### src/rtl/sparc_exu_rslt_byp.sv
// EXU result bypass: stages ALU/load results through M/W/W2, forwards operands
// into E (rs2 inverted), drives the register-file write port and load-use stall.
module sparc_exu_rslt_byp #(
  parameter int DW = 64,
  parameter int AW = 5
) (
  input  logic          rclk,
  input  logic          reset,
  input  logic [AW-1:0] ifu_exu_rs1_d,
  input  logic [AW-1:0] ifu_exu_rs2_d,
  input  logic [AW-1:0] ifu_exu_rs3_d,
  input  logic          ifu_exu_use_imm_d,
  input  logic [DW-1:0] ifu_exu_imm_data_d,
  input  logic          ifu_exu_vld_d,
  input  logic          ifu_exu_ld_d,
  input  logic [AW-1:0] ifu_exu_rd_d,
  input  logic [DW-1:0] irf_byp_rs1_data_e,
  input  logic [DW-1:0] irf_byp_rs2_data_e,
  input  logic [DW-1:0] irf_byp_rs3_data_e,
  input  logic [DW-1:0] alu_byp_rd_data_e,
  input  logic          ecl_byp_kill_e,
  input  logic          lsu_exu_dfill_vld_w,
  input  logic [DW-1:0] lsu_exu_dfill_data_w,
  output logic [DW-1:0] byp_alu_rs1_data_e,
  output logic [DW-1:0] byp_alu_rs2_data_e_l,
  output logic [DW-1:0] byp_alu_rs3_data_e,
  output logic          byp_irf_wen_w2,
  output logic [AW-1:0] byp_irf_rd_w2,
  output logic [DW-1:0] byp_irf_rd_data_w2,
  output logic          exu_ifu_stall_d
);

  logic [AW-1:0] rs1_e_q, rs2_e_q, rs3_e_q, rd_e_q;
  logic          use_imm_e_q, ld_e_q, valid_e_q;
  logic [DW-1:0] imm_e_q;

  logic          valid_m_q, ld_m_q, valid_w_q, ld_w_q, valid_w2_q;
  logic [AW-1:0] rd_m_q, rd_w_q, rd_w2_q;
  logic [DW-1:0] data_m_q, data_w_q, data_w2_q;

  logic          stall_d;
  logic          valid_m_d, valid_w2_d;
  logic          w_fwd_ok;
  logic [DW-1:0] data_w_eff;
  logic [DW-1:0] rs1_fwd, rs2_fwd, rs3_fwd;
  logic          hit_rs1_d, hit_rs2_d, hit_rs3_d;

  // A load sitting in W only has usable data in the cycle the fill arrives.
  assign data_w_eff = ld_w_q ? lsu_exu_dfill_data_w : data_w_q;
  assign w_fwd_ok   = valid_w_q & (~ld_w_q | lsu_exu_dfill_vld_w);
  assign valid_m_d  = valid_e_q & ~ecl_byp_kill_e;
  assign valid_w2_d = valid_w_q & (~ld_w_q | lsu_exu_dfill_vld_w);

  assign hit_rs1_d = (rd_e_q == ifu_exu_rs1_d);
  assign hit_rs2_d = (rd_e_q == ifu_exu_rs2_d) & ~ifu_exu_use_imm_d;
  assign hit_rs3_d = (rd_e_q == ifu_exu_rs3_d);
  assign stall_d   = ifu_exu_vld_d & valid_e_q & ld_e_q & ~ecl_byp_kill_e &
                     (rd_e_q != '0) & (hit_rs1_d | hit_rs2_d | hit_rs3_d);

  // Youngest matching stage wins; loads in M have no data yet and are skipped.
  function automatic logic [DW-1:0] fwd_src(input logic [AW-1:0] rs,
                                            input logic [DW-1:0] rf_data);
    logic [DW-1:0] r;
    r = rf_data;
    if (rs != '0) begin
      if (valid_m_q & ~ld_m_q & (rd_m_q == rs))   r = data_m_q;
      else if (w_fwd_ok & (rd_w_q == rs))         r = data_w_eff;
      else if (valid_w2_q & (rd_w2_q == rs))      r = data_w2_q;
    end
    return r;
  endfunction

  always_comb begin
    rs1_fwd = fwd_src(rs1_e_q, irf_byp_rs1_data_e);
    rs2_fwd = fwd_src(rs2_e_q, irf_byp_rs2_data_e);
    rs3_fwd = fwd_src(rs3_e_q, irf_byp_rs3_data_e);
  end

  assign byp_alu_rs1_data_e   = rs1_fwd;
  assign byp_alu_rs2_data_e_l = ~(use_imm_e_q ? imm_e_q : rs2_fwd);
  assign byp_alu_rs3_data_e   = rs3_fwd;
  assign byp_irf_wen_w2       = valid_w2_q & (rd_w2_q != '0);
  assign byp_irf_rd_w2        = rd_w2_q;
  assign byp_irf_rd_data_w2   = data_w2_q;
  assign exu_ifu_stall_d      = stall_d;

  always_ff @(posedge rclk) begin
    if (reset) begin
      rs1_e_q     <= '0;
      rs2_e_q     <= '0;
      rs3_e_q     <= '0;
      rd_e_q      <= '0;
      use_imm_e_q <= 1'b0;
      imm_e_q     <= '0;
      ld_e_q      <= 1'b0;
      valid_e_q   <= 1'b0;
      valid_m_q   <= 1'b0;
      ld_m_q      <= 1'b0;
      rd_m_q      <= '0;
      data_m_q    <= '0;
      valid_w_q   <= 1'b0;
      ld_w_q      <= 1'b0;
      rd_w_q      <= '0;
      data_w_q    <= '0;
      valid_w2_q  <= 1'b0;
      rd_w2_q     <= '0;
      data_w2_q   <= '0;
    end else begin
      // On a stall E becomes a bubble; the IFU holds D so fields can stay put.
      if (stall_d) begin
        valid_e_q <= 1'b0;
      end else begin
        rs1_e_q     <= ifu_exu_rs1_d;
        rs2_e_q     <= ifu_exu_rs2_d;
        rs3_e_q     <= ifu_exu_rs3_d;
        rd_e_q      <= ifu_exu_rd_d;
        use_imm_e_q <= ifu_exu_use_imm_d;
        imm_e_q     <= ifu_exu_imm_data_d;
        ld_e_q      <= ifu_exu_ld_d;
        valid_e_q   <= ifu_exu_vld_d;
      end
      valid_m_q  <= valid_m_d;
      ld_m_q     <= ld_e_q;
      rd_m_q     <= rd_e_q;
      data_m_q   <= alu_byp_rd_data_e;
      valid_w_q  <= valid_m_q;
      ld_w_q     <= ld_m_q;
      rd_w_q     <= rd_m_q;
      data_w_q   <= data_m_q;
      valid_w2_q <= valid_w2_d;
      rd_w2_q    <= rd_w_q;
      data_w2_q  <= data_w_eff;
    end
  end

  a_fill_with_load: assert property (@(posedge rclk) disable iff (reset)
    (valid_w_q & ld_w_q) |-> lsu_exu_dfill_vld_w);

endmodule

### config.mk
export PLATFORM = sky130hd
export DESIGN_NAME = sparc_exu_rslt_byp
export DESIGN_NICKNAME = d
export VERILOG_FILES = /design/src/rtl/sparc_exu_rslt_byp.sv
export SDC_FILE = /design/constraint.sdc
export NUM_CORES = 1
export LEC_CHECK = 0
export ABC_AREA = 1
export CORE_AREA = 2 2 262 264
export DETAILED_ROUTE_END_ITERATION = 8
export DIE_AREA = 0 0 264 266
export PLACE_DENSITY = 0.59
export SYNTH_ARGS = -nofsm -noshare
export SYNTH_HDL_FRONTEND = slang
export SYNTH_SLANG_ARGS = --single-unit
export TNS_END_PERCENT = 10
### constraint.sdc
create_clock -name rclk -period 2 [get_ports rclk]
set_input_delay 0.2 -clock rclk [delete_from_list [all_inputs] [get_ports rclk]]
set_output_delay 0.2 -clock rclk [all_outputs]
set_load 0.01 [all_outputs]
# ---- Word level (Yosys, flattened, before mapping)
# Index checks and enable logic that the tools add are counted.
dict set report word_totals {
  ff_bits 299
  output_inout_bits 263
  elab_cells 78
}
dict set report op_classes {
  n_eq_ne 12
  muxes 14
  bitwise_logic 27
  reduce_logical 6
}
# operator n
set ops {}
lappend ops {{$mux 64} 14}
lappend ops {{$not 64->64} 1}
lappend ops {{$eq 5x5->1} 12}
lappend ops {{$reduce_bool 5->1} 5}
lappend ops {{$and 1x1->1} 19}
lappend ops {{$not 1->1} 4}
lappend ops {{$or 1x1->1} 3}
lappend ops {{$reduce_or 2->1} 1}

# ---- Longest topological paths before layout
# Gate-level depths: netlist of the first run.
dict set report logic_depth {
  ltp_word 9
  ltp_mapped 13
  depth_no_buf 11
}

# ---- Worst setup path after synthesis of the first run
# OpenSTA, ideal clock, no wires.
dict set report synth_path {
  kind {register to output}
  from {reg rd_w2_q[0] (netlist: byp_irf_rd_w2[0])}
  to {out byp_alu_rs1_data_e[10]}
  arrival_ns 1.486
  required_time_ns 1.800
  slack_ns 0.314
  stages_incl_launch_ff 12
  n_path_buf 2
  path_cell_list {dfxtp_1 inv_1 nand2_1 nand2_1 nor2_1 buf_2 buf_2 nand4_1 nand3_1 nand3_1 nand2_1 nand2_1}
}
dict set report synth_between {
  elab_chain_cells 6
}
# item line_no
set synth_lines {}
lappend synth_lines {{start: declaration} 38} ;# logic [AW-1:0] rd_m_q, rd_w_q, rd_w2_q;
lappend synth_lines {{start signal: assignment} 131} ;# rd_w2_q <= rd_w_q;
lappend synth_lines {{$eq 5x5->1} 68} ;# else if (valid_w2_q & (rd_w2_q == rs)) r = data_w2_q;
lappend synth_lines {{$and 1x1->1} 68}
lappend synth_lines {{$mux 64} 68}
lappend synth_lines {{$mux 64} 67} ;# else if (w_fwd_ok & (rd_w_q == rs)) r = data_w_eff;
lappend synth_lines {{$mux 64} 66} ;# if (valid_m_q & ~ld_m_q & (rd_m_q == rs)) r = data_m_q;
lappend synth_lines {{$mux 64} 65} ;# if (rs != '0) begin
lappend synth_lines {{end: declaration} 24} ;# output logic [DW-1:0] byp_alu_rs1_data_e,
# No other way between the ends.

# ---- Worst setup path after layout of the first run
dict set report layout_path {
  from {reg rd_m_q[1]}
  to {out byp_alu_rs2_data_e_l[26]}
}
dict set report layout_between {
  elab_chain_cells 6
}
# item line_no
set layout_lines {}
lappend layout_lines {{start: declaration} 38}
lappend layout_lines {{start signal: assignment} 124} ;# rd_m_q <= rd_e_q;
lappend layout_lines {{$eq 5x5->1} 66}
lappend layout_lines {{$and 1x1->1} 66}
lappend layout_lines {{$mux 64} 66}
lappend layout_lines {{$mux 64} 65}
lappend layout_lines {{$mux 64} 80} ;# assign byp_alu_rs2_data_e_l = ~(use_imm_e_q ? imm_e_q : rs2_fwd);
lappend layout_lines {{$not 64->64} 80}
lappend layout_lines {{end: declaration} 25} ;# output logic [DW-1:0] byp_alu_rs2_data_e_l,
# No other way between the ends.

==> results of run 1 <==
-- state kept, by name (all words and copies together), names as in the netlist --
name and cells:
rd_w_q 5, data_m_q 64, ld_w_q 1, byp_irf_rd_w2 5
rd_e_q 5, valid_m_q 1, valid_w_q 1, ld_e_q 1
valid_w2_q 1, rs3_e_q 5, rs2_e_q 5, byp_irf_rd_data_w2 64
data_w_q 64, imm_e_q 64, rd_m_q 5, valid_e_q 1
rs1_e_q 5, ld_m_q 1, use_imm_e_q 1
-- cell usage after synthesis (all sizes together) --
library cell  instances
nand2              1144
inv                 630
nor2                585
nand3               487
dfxtp               299
a21oi               289
nand4               258
buf                 207
clkbuf              113
o21ai                69
nor3                 10
xor2                  9
o22ai                 5
xnor2                 4
nand3b                1
or2                   1
-- cell families after synthesis --
group,Yosys count
flops,299
compound gates,363
simple gates,2486
buf+inv,950
xor+xnor,13
-- power groups by stage --
stage | registers, µW | logic [µW] | clock network (µW)
floorplan | 6490 | 2590 | 0
global placement | 6510 | 6370 | 0
detailed placement | 6520 | 6360 | 0
CTS | 6390 | 6500 | 7610
global route | 6420 | 7290 | 7790
finish | 6400 | 6890 | 7520
-- worst reg2reg max path, delay by kind of cell (launching register included) --
kind | cells | cell delay [ns]
AND/OR/NAND/NOR | 6 | 0.74
buffers and inverters | 2 | 0.48
AO/OA/AOI/OAI | 1 | 0.15
flip-flops | 1 | 0.36
-- repair_timing --
| action | in CTS | in global routing |
|---|---|---|
| pin swaps | 63 | 134 |
| buffers inserted | 93 | 27 |
| cloned | 31 | 16 |
| endpoints found under the hold margin | 18 | 0 |
| endpoints found under the setup margin | 194 | 248 |
| resized for setup | 815 | 559 |
| hold buffers | 1 | 0 |
-- cell type report --
class,instances,area share
multi-input cells,2862,0.366
repair buffers,1207,0.347
flip-flops and latches,299,0.159
inverters,630,0.0632
clock buffers,56,0.0311
well taps,882,0.0290
clock inverters,10,0.00335
diodes,20,0.00131
-- routing by layer --
metal / track usage / up-vias / routed length, µm
met5: 0 / - / 78
met4: 0.186 / 12 / 7310
met3: 0.0714 / 430 / 13500
met2: 0.574 / 1939 / 61200
met1: 0.449 / 14576 / 52900
li1: - / 14790 / -
-- per-stage QoR --
| step | hold slack, ns | setup TNS, ns | std cells | power, µW |
|---|---|---|---|---|
| after detailed placement | 0.411 | -135.98 | 5723 | 12900 |
| after floorplan | 0.278 | 0 | 4111 | 9080 |
| after global routing | 0.156 | -131.23 | 5964 | 21500 |
| after global placement | 0.409 | -133.37 | 5723 | 12900 |
| final | 0.148 | -113.48 | 5966 | 20800 |
| after CTS | 0.127 | -135.85 | 5910 | 20500 |
-- worst max path at each step --
stage | end | slack [ns] | depth (start not counted)
after floorplan | byp_alu_rs1_data_e[10] | 0.31 | 11
after global placement | byp_alu_rs1_data_e[55] | -0.82 | 12
after detailed placement | byp_alu_rs1_data_e[55] | -0.79 | 12
after CTS | byp_alu_rs3_data_e[48] | -0.78 | 14
after global routing | byp_alu_rs2_data_e_l[26] | -0.80 | 14
final | byp_alu_rs2_data_e_l[26] | -0.70 | 14
==> summary.md, run 1 <==
| Metric | Value |
|---|---|
| Startpoint Class | `flip-flop` |
| Ports | `674` |
| Pwr Density | `approximately 550 nW/µm²` |
| CTS tree | `done` |
| Max-cap viol count | `0` |
| Dpl cell area | `around 33000 µm²` |
| # clock sinks | `between 200 and 300` |
| Clock Power Share | `0.361` |
| Post-synth top area share | `0.267` |
| Crit share post-route | `1.35` |
| Routability cong. | `just under 1` |
| Worst Path Buf+Inv | `7` |
| Largest family of logic cells by synthesized area | `simple AND/OR/NAND/NOR gates` |
| Crit path capture type | `output port` |
| FF+latch area | `6070 µm²` |
| Via count | `between 30k and 40k` |
| Post-place setup slack | `-0.793 ns` |
| Crit-path max cell delay | `0.37 ns` |
| Finished Core Util | `0.562` |
| Final setup fails | `about 190` |
| Commonest non-fill, non-tap cell in the layout | `nand2_1` |
| Peak supply drop | `~0.52 mV` |
| H-tree depth | `2` |
| Internal cell power | `about 14000 µW` |
| Rows | `between 90 and 100` |
| CP arrival | `around 2.5 ns` |
| Hold Path Stages | `3` |
| Num CTS Buffers | `40` |
| CP startpoint | `rd_m_q[1]` |
| Static Leak | `0.0192 µW` |
| Chip Height | `between 200 and 300 µm` |
| Failing checks | `setup timing` |
| Worst R2R Setup Slack | `~0.16 ns` |
| Crit Path Max Fanout | `8` |
| Routed len/inst | `around 23 µm` |
| Final net count | `5451` |
| Final Skew | `around 0.015 ns` |
| Worst-Skew Late Latency | `approximately 0.57 ns` |
| Switching fraction of total power | `0.337` |
| RSZ-0062 raised after global routing | `true` |
| Post-DP HPWL | `between 90000 and 100000 µm` |
| Simple-gate share of the synthesized area | `0.475` |
| Vias in the first global route | `about 30k` |
| DRT iter0 DRCs | `around 3.8k` |
| Cell area after synthesis | `~22000 µm²` |
| Vias per inst | `~5.3` |
| Flops & latches, synth | `between 200 and 300` |
| Mapped Cells | `4111` |
| Fillers | `between 6k and 7k` |
| Sequential Power Share | `0.308` |
| Synth Area in Adders | `0` |
| Final Hold Viols | `0` |
| Worst EP required | `approximately 1.8 ns` |
| Final wirelength | `~130000 µm` |
| Net Sw Power | `around 7000 µW` |
| FF-to-FF End | `imm_e_q[32]` |
| R2R depth | `9` |
| Buffer levels on the longest clock path | `3` |
| Die width | `approximately 260 µm` |
| Initial DRT Pass Iterations | `6` |
| Top cells by area, synth | `dfxtp_1 (27%), nand2_1 (19%), nand3_1 (11%)` |
| Critical path type | `reg -> out` |
| Leading cell types in the layout, fill and taps excluded | `nand2_1 (997), inv_1 (601), nor2_1 (533)` |
| CP max-delay cell | `dfxtp_4` |
| Worst Setup Slack, final | `-0.702 ns` |
| Least-Margin Pin Slew | `between 0.7 and 0.8 ns` |
| Compound-cell area share of the yosys netlist | `0.0814` |
| First-pass GRT wire length | `190000 µm` |
| Gr usage total | `0.356` |
| Die ar. | `between 70000 and 80000 µm²` |
| Total grt overflow | `0` |
| Status | `finished with violations` |
| Mux cell area share after synthesis | `0` |
| Drt drc | `0` |
| Comb power frac | `0.331` |
| Layout area overhead | `69.9%` |
| Mapped Nets | `4522` |
| Yosys cell types | `25` |
| Antenna Nets Post-Route | `0` |
| Hold crit path type | `in -> reg` |
| Initial core utilization | `0.331` |
| Post-Synth XOR/XNOR Area | `0.00508` |
| Multi-input logic area | `13900 µm²` |
| Final instance area | `38100 µm²` |
| CTS clk-pin slew, worst paths | `roughly 0.060 ns` |
| CP delay by family, top | `buffers and inverters` |
| R2R Path Start | `rd_e_q[1]` |
| Post-synthesis sequential area ratio | `0.267` |
| Syn_area_per_cell | `5.45 µm²` |
| Max Slew Vio Count | `0` |
| Hold path endpoint | `data_m_q[0]` |
| Yosys top cell by area | `dfxtp_1` |
| Post-layout min period | `2.70 ns` |
| Largest net degree at the start of global routing | `119` |
| Max Clock Freq | `roughly 0.37 GHz` |
| Crit path cell chain | `inv_4, buf_6, o21ai_1, nand3b_1, nor2_4, buf_12, buf_16, clkbuf_16, buf_4, a21oi_2, nand2_1, nand2_2, nand2_1, buf_2` |
| Share of layout cells above drive strength 1 | `0.227` |
| Initial antenna violation count | `26` |
| Core area | `67700 µm²` |
| Warnings from Yosys | `0` |
| Min-delay src | `alu_byp_rd_data_e[0]` |
| Relative slew margins | `0.499` |
| Most used cell, CP | `nand2_1` |
| Clock tree root driver cell | `clkbuf_16` |
| I/O Buffers | `between 600 and 700` |
Power figures use the tool's default switching activity.
==> run 2, diff against run 1 <==
- ABC_CLOCK_PERIOD_IN_PS: unset -> 2000
==> results of run 2 <==
Final layout, timing and power as in run 1 (identical DEF).
